`src/rtl/instruction_fetch_if.sv`:
```
// Fetch-stage bus: PC-to-imem address, returned instruction, control from
// hazard/execute, and the IF/ID register contents handed to decode.
interface instruction_fetch_if #(
  parameter int ADDR_WIDTH = 8
);
  logic                  stall;
  logic                  redirect_valid;
  logic [ADDR_WIDTH-1:0] redirect_target;
  logic [ADDR_WIDTH-1:0] imem_addr;
  logic [31:0]           imem_ins;
  logic                  id_valid;
  logic [31:0]           id_ins;
  logic [ADDR_WIDTH-1:0] id_pc;
  logic [ADDR_WIDTH-1:0] id_pc_plus4;
  logic                  fetch_fault;

  modport master (
    input  stall, redirect_valid, redirect_target, imem_ins,
    output imem_addr, id_valid, id_ins, id_pc, id_pc_plus4, fetch_fault
  );

  modport slave (
    output stall, redirect_valid, redirect_target, imem_ins,
    input  imem_addr, id_valid, id_ins, id_pc, id_pc_plus4, fetch_fault
  );
endinterface

```
`src/rtl/instruction_fetch.sv`:
```
// RV32IM instruction-fetch stage: PC register, combinational imem address,
// IF/ID pipeline register, stall/redirect handling and sticky misalign halt.
module instruction_fetch #(
  parameter int                    ADDR_WIDTH = 8,
  parameter logic [ADDR_WIDTH-1:0] RESET_PC   = '0
) (
  input  logic                clk,
  input  logic                rst_n,
  instruction_fetch_if.master bus
);

  typedef enum logic {RUN, HALT} state_t;

  localparam logic [31:0]           NOP  = 32'h0000_0013;  // addi x0, x0, 0
  localparam logic [ADDR_WIDTH-1:0] FOUR = ADDR_WIDTH'(4);

  state_t                state;
  logic [ADDR_WIDTH-1:0] pc;
  logic [ADDR_WIDTH-1:0] pc_plus4;
  logic                  target_misaligned;
  logic                  id_valid;
  logic [31:0]           id_ins;
  logic [ADDR_WIDTH-1:0] id_pc;
  logic [ADDR_WIDTH-1:0] id_pc_plus4;
  logic                  fetch_fault;

  // Wraps modulo 2^ADDR_WIDTH by construction; wrapping is not a fault.
  assign pc_plus4          = pc + FOUR;
  assign target_misaligned = |bus.redirect_target[1:0];

  // NOTE: all state below is updated with non-blocking assignments so every
  // register samples the pre-edge values, matching real flop behaviour.
  always_ff @(posedge clk) begin
    if (!rst_n) begin
      state       <= RUN;
      pc          <= RESET_PC;
      id_valid    <= 1'b0;
      id_ins      <= NOP;
      id_pc       <= '0;
      id_pc_plus4 <= '0;
      fetch_fault <= 1'b0;
    end else begin
      case (state)
        RUN: begin
          if (bus.redirect_valid) begin
            // Redirect beats stall; the wrong-path instruction becomes a bubble.
            id_valid <= 1'b0;
            id_ins   <= NOP;
            if (target_misaligned) begin
              fetch_fault <= 1'b1;
              state       <= HALT;
            end else begin
              pc <= bus.redirect_target;
            end
          end else if (!bus.stall) begin
            id_valid    <= 1'b1;
            id_ins      <= bus.imem_ins;
            id_pc       <= pc;
            id_pc_plus4 <= pc_plus4;
            pc          <= pc_plus4;
          end
        end
        HALT: begin
          // Sticky until reset; nothing else is fetched.
          id_valid <= 1'b0;
          id_ins   <= NOP;
        end
        default: state <= HALT;
      endcase
    end
  end

  assign bus.imem_addr   = pc;
  assign bus.id_valid    = id_valid;
  assign bus.id_ins      = id_ins;
  assign bus.id_pc       = id_pc;
  assign bus.id_pc_plus4 = id_pc_plus4;
  assign bus.fetch_fault = fetch_fault;

endmodule

```
`src/flat_wrapper.sv`:
```
// flat-port wrapper written by rule: the top's interface ports become plain ports
module instruction_fetch_flat 
#(
  parameter int                    ADDR_WIDTH = 8,
  parameter logic [ADDR_WIDTH-1:0] RESET_PC   = '0
)
  (clk, rst_n, bus_stall, bus_redirect_valid, bus_redirect_target, bus_imem_ins, bus_imem_addr, bus_id_valid, bus_id_ins, bus_id_pc, bus_id_pc_plus4, bus_fetch_fault);
  instruction_fetch_if #(.ADDR_WIDTH(ADDR_WIDTH)) bus_i ();
  input  logic clk;
  input  logic rst_n;
  input wire logic [$bits(bus_i.stall)-1:0] bus_stall;
  input wire logic [$bits(bus_i.redirect_valid)-1:0] bus_redirect_valid;
  input wire logic [$bits(bus_i.redirect_target)-1:0] bus_redirect_target;
  input wire logic [$bits(bus_i.imem_ins)-1:0] bus_imem_ins;
  output wire logic [$bits(bus_i.imem_addr)-1:0] bus_imem_addr;
  output wire logic [$bits(bus_i.id_valid)-1:0] bus_id_valid;
  output wire logic [$bits(bus_i.id_ins)-1:0] bus_id_ins;
  output wire logic [$bits(bus_i.id_pc)-1:0] bus_id_pc;
  output wire logic [$bits(bus_i.id_pc_plus4)-1:0] bus_id_pc_plus4;
  output wire logic [$bits(bus_i.fetch_fault)-1:0] bus_fetch_fault;
  assign bus_i.stall = bus_stall;
  assign bus_i.redirect_valid = bus_redirect_valid;
  assign bus_i.redirect_target = bus_redirect_target;
  assign bus_i.imem_ins = bus_imem_ins;
  assign bus_imem_addr = bus_i.imem_addr;
  assign bus_id_valid = bus_i.id_valid;
  assign bus_id_ins = bus_i.id_ins;
  assign bus_id_pc = bus_i.id_pc;
  assign bus_id_pc_plus4 = bus_i.id_pc_plus4;
  assign bus_fetch_fault = bus_i.fetch_fault;
  instruction_fetch #(.ADDR_WIDTH(ADDR_WIDTH), .RESET_PC(RESET_PC)) u_core (.clk(clk), .rst_n(rst_n), .bus(bus_i));
endmodule
```
`config.mk`:
```
export PLATFORM = sky130hd
export DESIGN_NAME = instruction_fetch_flat
export DESIGN_NICKNAME = d
export VERILOG_FILES = /design/src/rtl/instruction_fetch_if.sv /design/src/rtl/instruction_fetch.sv /design/src/flat_wrapper.sv
export SDC_FILE = /design/constraint.sdc
export NUM_CORES = 1
export LEC_CHECK = 0
export CAP_MARGIN = 30
export CORE_MARGIN = 8
export CORE_UTILIZATION = 41
export CTS_CLUSTER_SIZE = 12
export DETAILED_ROUTE_END_ITERATION = 8
export PLACE_DENSITY = 0.8
export SYNTH_ARGS = -nofsm -noshare
export SYNTH_HDL_FRONTEND = slang
export SYNTH_SLANG_ARGS = --single-unit
```
`constraint.sdc`:
```
create_clock -name clk -period 1.88 [get_ports clk]
set_input_delay 0.282 -clock clk [delete_from_list [all_inputs] [get_ports clk]]
set_output_delay 0.282 -clock clk [all_outputs]
set_load 0.005 [all_outputs]
```
* Word-level counts from Yosys, hierarchy flattened
Cells that the tools add are included.
** Word-level totals
- Bits in registers :: 59
- Output and inout bits :: 58
- Word-level logic and storage cells :: 30
** Operators by class
- $add $sub $neg :: 1
- Eq/ne operators :: 3
- Muxes and demuxes :: 12
- Bitwise gates (word level) :: 3
- Reductions and logical operators :: 4
** Operators by type and width (number)
- $mux W32 :: 2
- $pmux W32 S2 :: 1
- $mux W8 :: 3
- $reduce_and A3 Y1 :: 3
- $add A8 B3 Y8 const B :: 1
- $mux W1 :: 5
- $ne A3 B3 Y1 const B :: 1
- $not A1 Y1 :: 3
- $ne A2 B1 Y1 const B :: 1
- $ne A2 B2 Y1 const B :: 1
- $pmux W1 S2 :: 1
- $reduce_or A2 Y1 :: 1

* Logic depth before layout (Yosys ltp)
Gate-level depths: netlist of the first run.
- Depth in word-level cells :: 4
- Mapped depth :: 6
- Depth with buffers taken out :: 5

* Worst setup path after synthesis of the first run
OpenSTA, ideal clock, no wires.
- Path type :: register to register
- From :: register u_core.state
- To :: register u_core.pc[6], in the netlist u_core.bus.imem_addr[6]
- Library setup time :: 0.059 ns
- Data arrival time :: 1.332 ns
- Data required time :: 1.821 ns
- Slack :: 0.489 ns
- Cell stages (with the launch flop) :: 5
- Path buffers :: 0
- Cells stage by stage :: dfxtp_1 or4b_4 and2_4 a211oi_2 a31o_1
** On the way
- Word-level cells in the longest chain between the ends :: 2
** RTL lines
- start, declared :: RTL line instruction_fetch.sv:17 : state_t state;
- start signal, assigned :: RTL line instruction_fetch.sv:35 : state <= RUN;
- start signal, assigned :: RTL line instruction_fetch.sv:51 : state <= HALT;
- start signal, assigned :: RTL line instruction_fetch.sv:68 : default: state <= HALT;
- $not A1 Y1
- $reduce_and A3 Y1 (no line)
- end signal, assigned :: RTL line instruction_fetch.sv:53 : pc <= bus.redirect_target;
- end signal, assigned :: RTL line instruction_fetch.sv:60 : pc <= pc_plus4;
- end, declared :: RTL line instruction_fetch.sv:18 : logic [ADDR_WIDTH-1:0] pc;
No other way between the ends.
A chain may end at the register's enable or synchronous reset.

* Final worst setup path of the first run
- From :: register u_core.pc[4], in the netlist u_core.bus.imem_addr[4]
- To :: output bus_imem_addr[4]
** RTL lines
- end, declared :: RTL line flat_wrapper.sv:15 : output wire logic [$bits(bus_i.imem_addr)-1:0] bus_imem_addr;
No word-level cell between the ends.

==> metrics, run 1 <==
most common library cells after synthesis dfxtp_1, nand2_1, nor2b_1; crit start category flop; Max rail drop VDD 0.426 mV; Critical path buffers and inverters 1; Design Power 2.62 mW; Remaining DRCs 0; synthesized area 2210 µm²; r2r setup slk 0.41 ns; crit path max fanout 8; Synth area leaders dfxtp_1, a22oi_1, nor2b_1; hold path startpoint u_core.bus.id_pc_plus4[3]; Synth top area share 0.516; Via density 5.08; largest net degree at the start of global routing 38; Post-synth top flop dfxtp_1; clock-pin slew on the worst setup and hold paths 0.06 ns; Final Hold Fails 0; Cell variety after synth 36; RR Startpoint u_core.state; via count 2074; Post-Synthesis Cells 233; Starting Density 0.428; Die W 89.5 µm; die height 89.5 µm; DRT antenna net count 0; Remaining Overflow, GRT 0; root buf cell clkbuf_8; CTS Buffer Depth 2; Seq cells post-synth 57; io pins 102; Nets 380; Leak 1.26 nW; H-tree level count 3; Core ar. 5170 µm²; Post-synth EDFFs 0; Max Clock Skew 0.00568 ns; RR Endpoint u_core.bus.imem_addr[6]; worst endpoint required time 1.60 ns; Resized Gates After CTS 0; WS Path Type flop to primary output; actual slew at the worst max-slew pin 0.317 ns; first-pass iteration count of the detailed router 4; die area 8000 µm²; Critical Path Max Stage Delay 0.56 ns; filler cell count 418; Final min period 1.65 ns; Synth warnings 0; syn_nets 278; Fin Setup TNS 0 ns; WP data arrival 1.37 ns; DRT iter0 DRCs 100; Avg Cell Area, Syn 9.49 µm²; fraction of registers with async set/reset 0; Worst path top cell family by delay buffers and inverters; setup bufs post-CTS 0; number of clock sinks 57; Hold-fix buffers, CTS 0; maximum clock frequency 605 MHz; hold-critical path endpoint u_core.bus.id_pc_plus4[3]; crit end category primary output; Inst Count DP 394; Layout Cells excl Fill 408; slowest stage cell, crit path clkdlybuf4s50_1; critical-path cell list clkdlybuf4s50_1; share of layout cells above drive strength 1 0.0858; max-cap violations 0; port buffer count 101; cells on worst reg2reg path 4; count leader, synth dfxtp_1; All-Layer GR Usage 0.168; TritonCTS clock tree yes; Seq/Total Area, Yosys 0.516; WL final 6450 µm; vias in the first global route 2163; GPL Wtd Cong 0.774; Pins Over Slew Limit 0; pwr/cell area 756 nW/µm²; dpl hpwl 4670 µm; Final Worst Setup Slack 0.226 ns; Diodes inserted 0; average wire per standard cell 15.8 µm; Final Setup Violations 0; status complete, no violations; Worst Hold Class flop to flop; global-route wire length before repair 10400 µm; num rows 26; largest area contributor in the netlist dfxtp_1; Slew headroom 0.789; synthesis-to-finish area growth 56.4%; initial antenna violation count 0; WHS Path Cells 2; Worst-Skew Late Latency 0.33 ns; Num CTS Buffers 9; period utilisation layout 0.880; post-place setup slack 0.0193 ns; RSZ-0062 raised after global routing false
[metrics by stage]
stage | cell area (µm²) | util | hold WS, ns
floorplan | 2210 | - | 0.428
global placement | 3300 | 0.638 | 0.448
CTS | 3460 | 0.669 | 0.466
finish | 3460 | 0.669 | 0.462
global route | 3460 | 0.669 | 0.496
detailed placement | 3300 | 0.638 | 0.458
[layout make-up]
cell class	count	area, µm²	area share
multi-input cells	153	965	0.279
inverters	1	3.75	0.00108
well taps	70	87.6	0.0253
repair buffers	113	1100	0.318
flip-flops and latches	57	1140	0.330
clock buffers	14	163	0.0470
[routing by layer]
layer / track usage / wire, µm / share of wire
met5: 0 / 0 / 0
met4: 0.0589 / 72 / 0.011
met3: 0.0827 / 760 / 0.12
met2: 0.261 / 2810 / 0.44
met1: 0.196 / 2800 / 0.43
[power by group]
part | total [mW] | leakage, nW | internal, mW | switching [mW]
logic | 0.365 | 0.714 | 0.224 | 0.142
clock network | 0.968 | 0.0826 | 0.537 | 0.431
registers | 1.28 | 0.464 | 1.25 | 0.0314
[cells by family (layout without fill, tap and decap cells)]
family | Yosys count | count (layout) | synth area share
AO/OA/AOI/OAI | 63 | 63 | 0.212
flip-flops | 57 | 57 | 0.516
multiplexers | 1 | 1 | 0.00453
buffers and inverters | 23 | 128 | 0.0503
AND/OR/NAND/NOR | 84 | 84 | 0.196
adder cells (fa/ha/maj) | 1 | 1 | 0.00566
XOR/XNOR | 4 | 4 | 0.0158
[cells in the final DEF (no fill, tap or decap), drive strengths merged]
cell and instances:
clkdlybuf4s50 101, dfxtp 57, nand2 32, nor2b 30
a22oi 29, clkbuf 14, buf 12, a21boi 12
nor2 7, nand3 4, o211a 4, o21ai 4
o22ai 3, and3 3, a21oi 2, xor2 2
xnor2 2, a31oi 2, o21a 2, nor3 2
and2 2, or3 1, or4b 1, inv 1
a211oi 1, a31o 1, o31ai 1, a22o 1
mux2i 1, nand4 1, o211ai 1, nand2b 1
ha 1
[registers in the layout (all words and copies together), names as in the netlist]
register and cells:
u_core.bus.id_ins 32, u_core.bus.id_pc_plus4 8, u_core.bus.imem_addr 8, u_core.bus.id_pc 6, u_core.bus.fetch_fault 1, u_core.bus.id_valid 1, u_core.state 1
[how the worst max path moves through the flow]
stage | startpoint | endpoint | slack, ns | cells past startpoint
final | u_core.bus.imem_addr[4] | bus_imem_addr[4] | 0.23 | 1
after detailed placement | bus_redirect_valid | u_core.bus.imem_addr[4] | 0.02 | 5
after global placement | bus_redirect_valid | u_core.bus.imem_addr[4] | 0.05 | 5
after CTS | u_core.bus.imem_addr[4] | bus_imem_addr[4] | 0.23 | 1
after global routing | u_core.bus.imem_addr[4] | bus_imem_addr[4] | 0.18 | 1
after floorplan | u_core.state | u_core.bus.imem_addr[6] | 0.49 | 4
(Power assumes the default switching activity.)
==> run 2, diff against run 1 <==
Settings changed: CORE_MARGIN 8 to default.
==> metrics, run 2 (same netlist as run 1, synthesis figures left out) <==
status complete, no violations; port buffer count 101; die height 75.5 µm; Pins Over Slew Limit 0; crit path max fanout 8; max-cap violations 0; most frequent cells in the layout clkdlybuf4s50_1, dfxtp_1, nand2_1; Remaining DRCs 0; Num CTS Buffers 9; post-place setup slack 0.0328 ns; Final Worst Setup Slack 0.222 ns; pwr/cell area 787 nW/µm²; Placed Area 3300 µm²; fin area 3490 µm²; Resized Gates After CTS 0; WL final 5730 µm; clock-pin slew on the worst setup and hold paths 0.07 ns; Max rail drop VDD 0.496 mV; crit start category flop; Worst path top cell family by delay buffers and inverters; die area 5690 µm²; slowest stage cell, crit path clkdlybuf4s50_1; critical-path cell list clkdlybuf4s50_1; Max Clock Skew 0.00831 ns; io pins 102; filler cell count 433; Leak 1.26 nW; Die W 75.5 µm; RSZ-0062 raised after global routing false; Layout Cells excl Fill 408; worst endpoint required time 1.60 ns; Diodes inserted 0; Remaining Overflow, GRT 0; Final min period 1.66 ns; Via density 5.10; vias in the first global route 1943; root buf cell clkbuf_8; Fin Setup TNS 0 ns; Worst Hold Class flop to flop; Final Setup Violations 0; DRT iter0 DRCs 109; Core ar. 5140 µm²; Inst Count DP 392; Nets 378; average wire per standard cell 14.1 µm; period utilisation layout 0.882; first-pass iteration count of the detailed router 4; crit end category primary output; Largest register FFs 32; actual slew at the worst max-slew pin 0.308 ns; num rows 26; Slew headroom 0.795; CTS Buffer Depth 2; largest net degree at the start of global routing 48; Final Hold Fails 0; global-route wire length before repair 8910 µm; Starting Density 0.430; share of layout cells above drive strength 1 0.0947; GPL Wtd Cong 0.835; Hold-fix buffers, CTS 0; WHS 0.463 ns; TritonCTS clock tree yes; Critical Path Max Stage Delay 0.56 ns; Largest Register u_core.bus.id_ins; DRT antenna net count 0; WS Path Type flop to primary output; initial antenna violation count 0; H-tree level count 3; All-Layer GR Usage 0.214; commonest non-fill, non-tap cell in the layout clkdlybuf4s50_1; number of clock sinks 57; setup bufs post-CTS 0; Worst-Skew Late Latency 0.33 ns; synthesis-to-finish area growth 57.8%; dpl hpwl 3950 µm; WP data arrival 1.38 ns; Critical path buffers and inverters 1; via count 2079; maximum clock frequency 603 MHz
## run 2: cell types whose count changed in the layout (fill, tap and decap cells not counted)
cell	before	now
clkbuf_1	3	0
clkbuf_8	11	9
buf_12	0	1
clkinv_4	0	1
bufinv_16	0	1
buf_4	12	9
clkinv_2	0	2
clkinvlp_4	0	3
## run 2: worst min-delay path: stages (launching register included)
cell and delay [ns]:
dfxtp_1 0.31, nand2_1 0.05, a21boi_0 0.06
## run 2: report_power, final
group	leakage [nW]	total (mW)	internal (mW)	switching, mW
Clock	0.0912	1.10	0.607	0.494
Combinational	0.709	0.362	0.224	0.139
Sequential	0.464	1.28	1.25	0.0321
## run 2: cell type report
cell class / instances / area [µm²] / area share
clock inverters: 7 / 71.3 / 0.0204
inverters: 1 / 3.75 / 0.00108
clock buffers: 9 / 124 / 0.0355
multi-input cells: 153 / 965 / 0.276
well taps: 70 / 87.6 / 0.0251
flip-flops and latches: 57 / 1140 / 0.327
repair buffers: 111 / 1100 / 0.315
## run 2: through the flow
step                       util  total power [mW]
after floorplan               -              1.45
after global placement    0.641              1.66
after detailed placement  0.641              1.67
after CTS                 0.679              2.77
after global routing      0.679              2.87
final                     0.679              2.75
## run 2: worst paths after layout
kind	startpoint	end	slack, ns	cells past startpoint
max	u_core.bus.imem_addr[4]	bus_imem_addr[4]	0.22	1
min	u_core.bus.id_pc[3]	u_core.bus.id_pc[3]	0.46	2
max reg2reg	u_core.state	u_core.bus.imem_addr[5]	0.37	4
min reg2reg	u_core.bus.id_pc[3]	u_core.bus.id_pc[3]	0.46	2
## run 2: per-layer routing
metal / routed length [µm] / global-route usage / vias to the layer above
met4: 115 / 0.0885 / 0
li1: - / - / 1006
met2: 2700 / 0.337 / 97
met3: 556 / 0.118 / 11
met5: 0 / 0 / -
met1: 2360 / 0.242 / 965
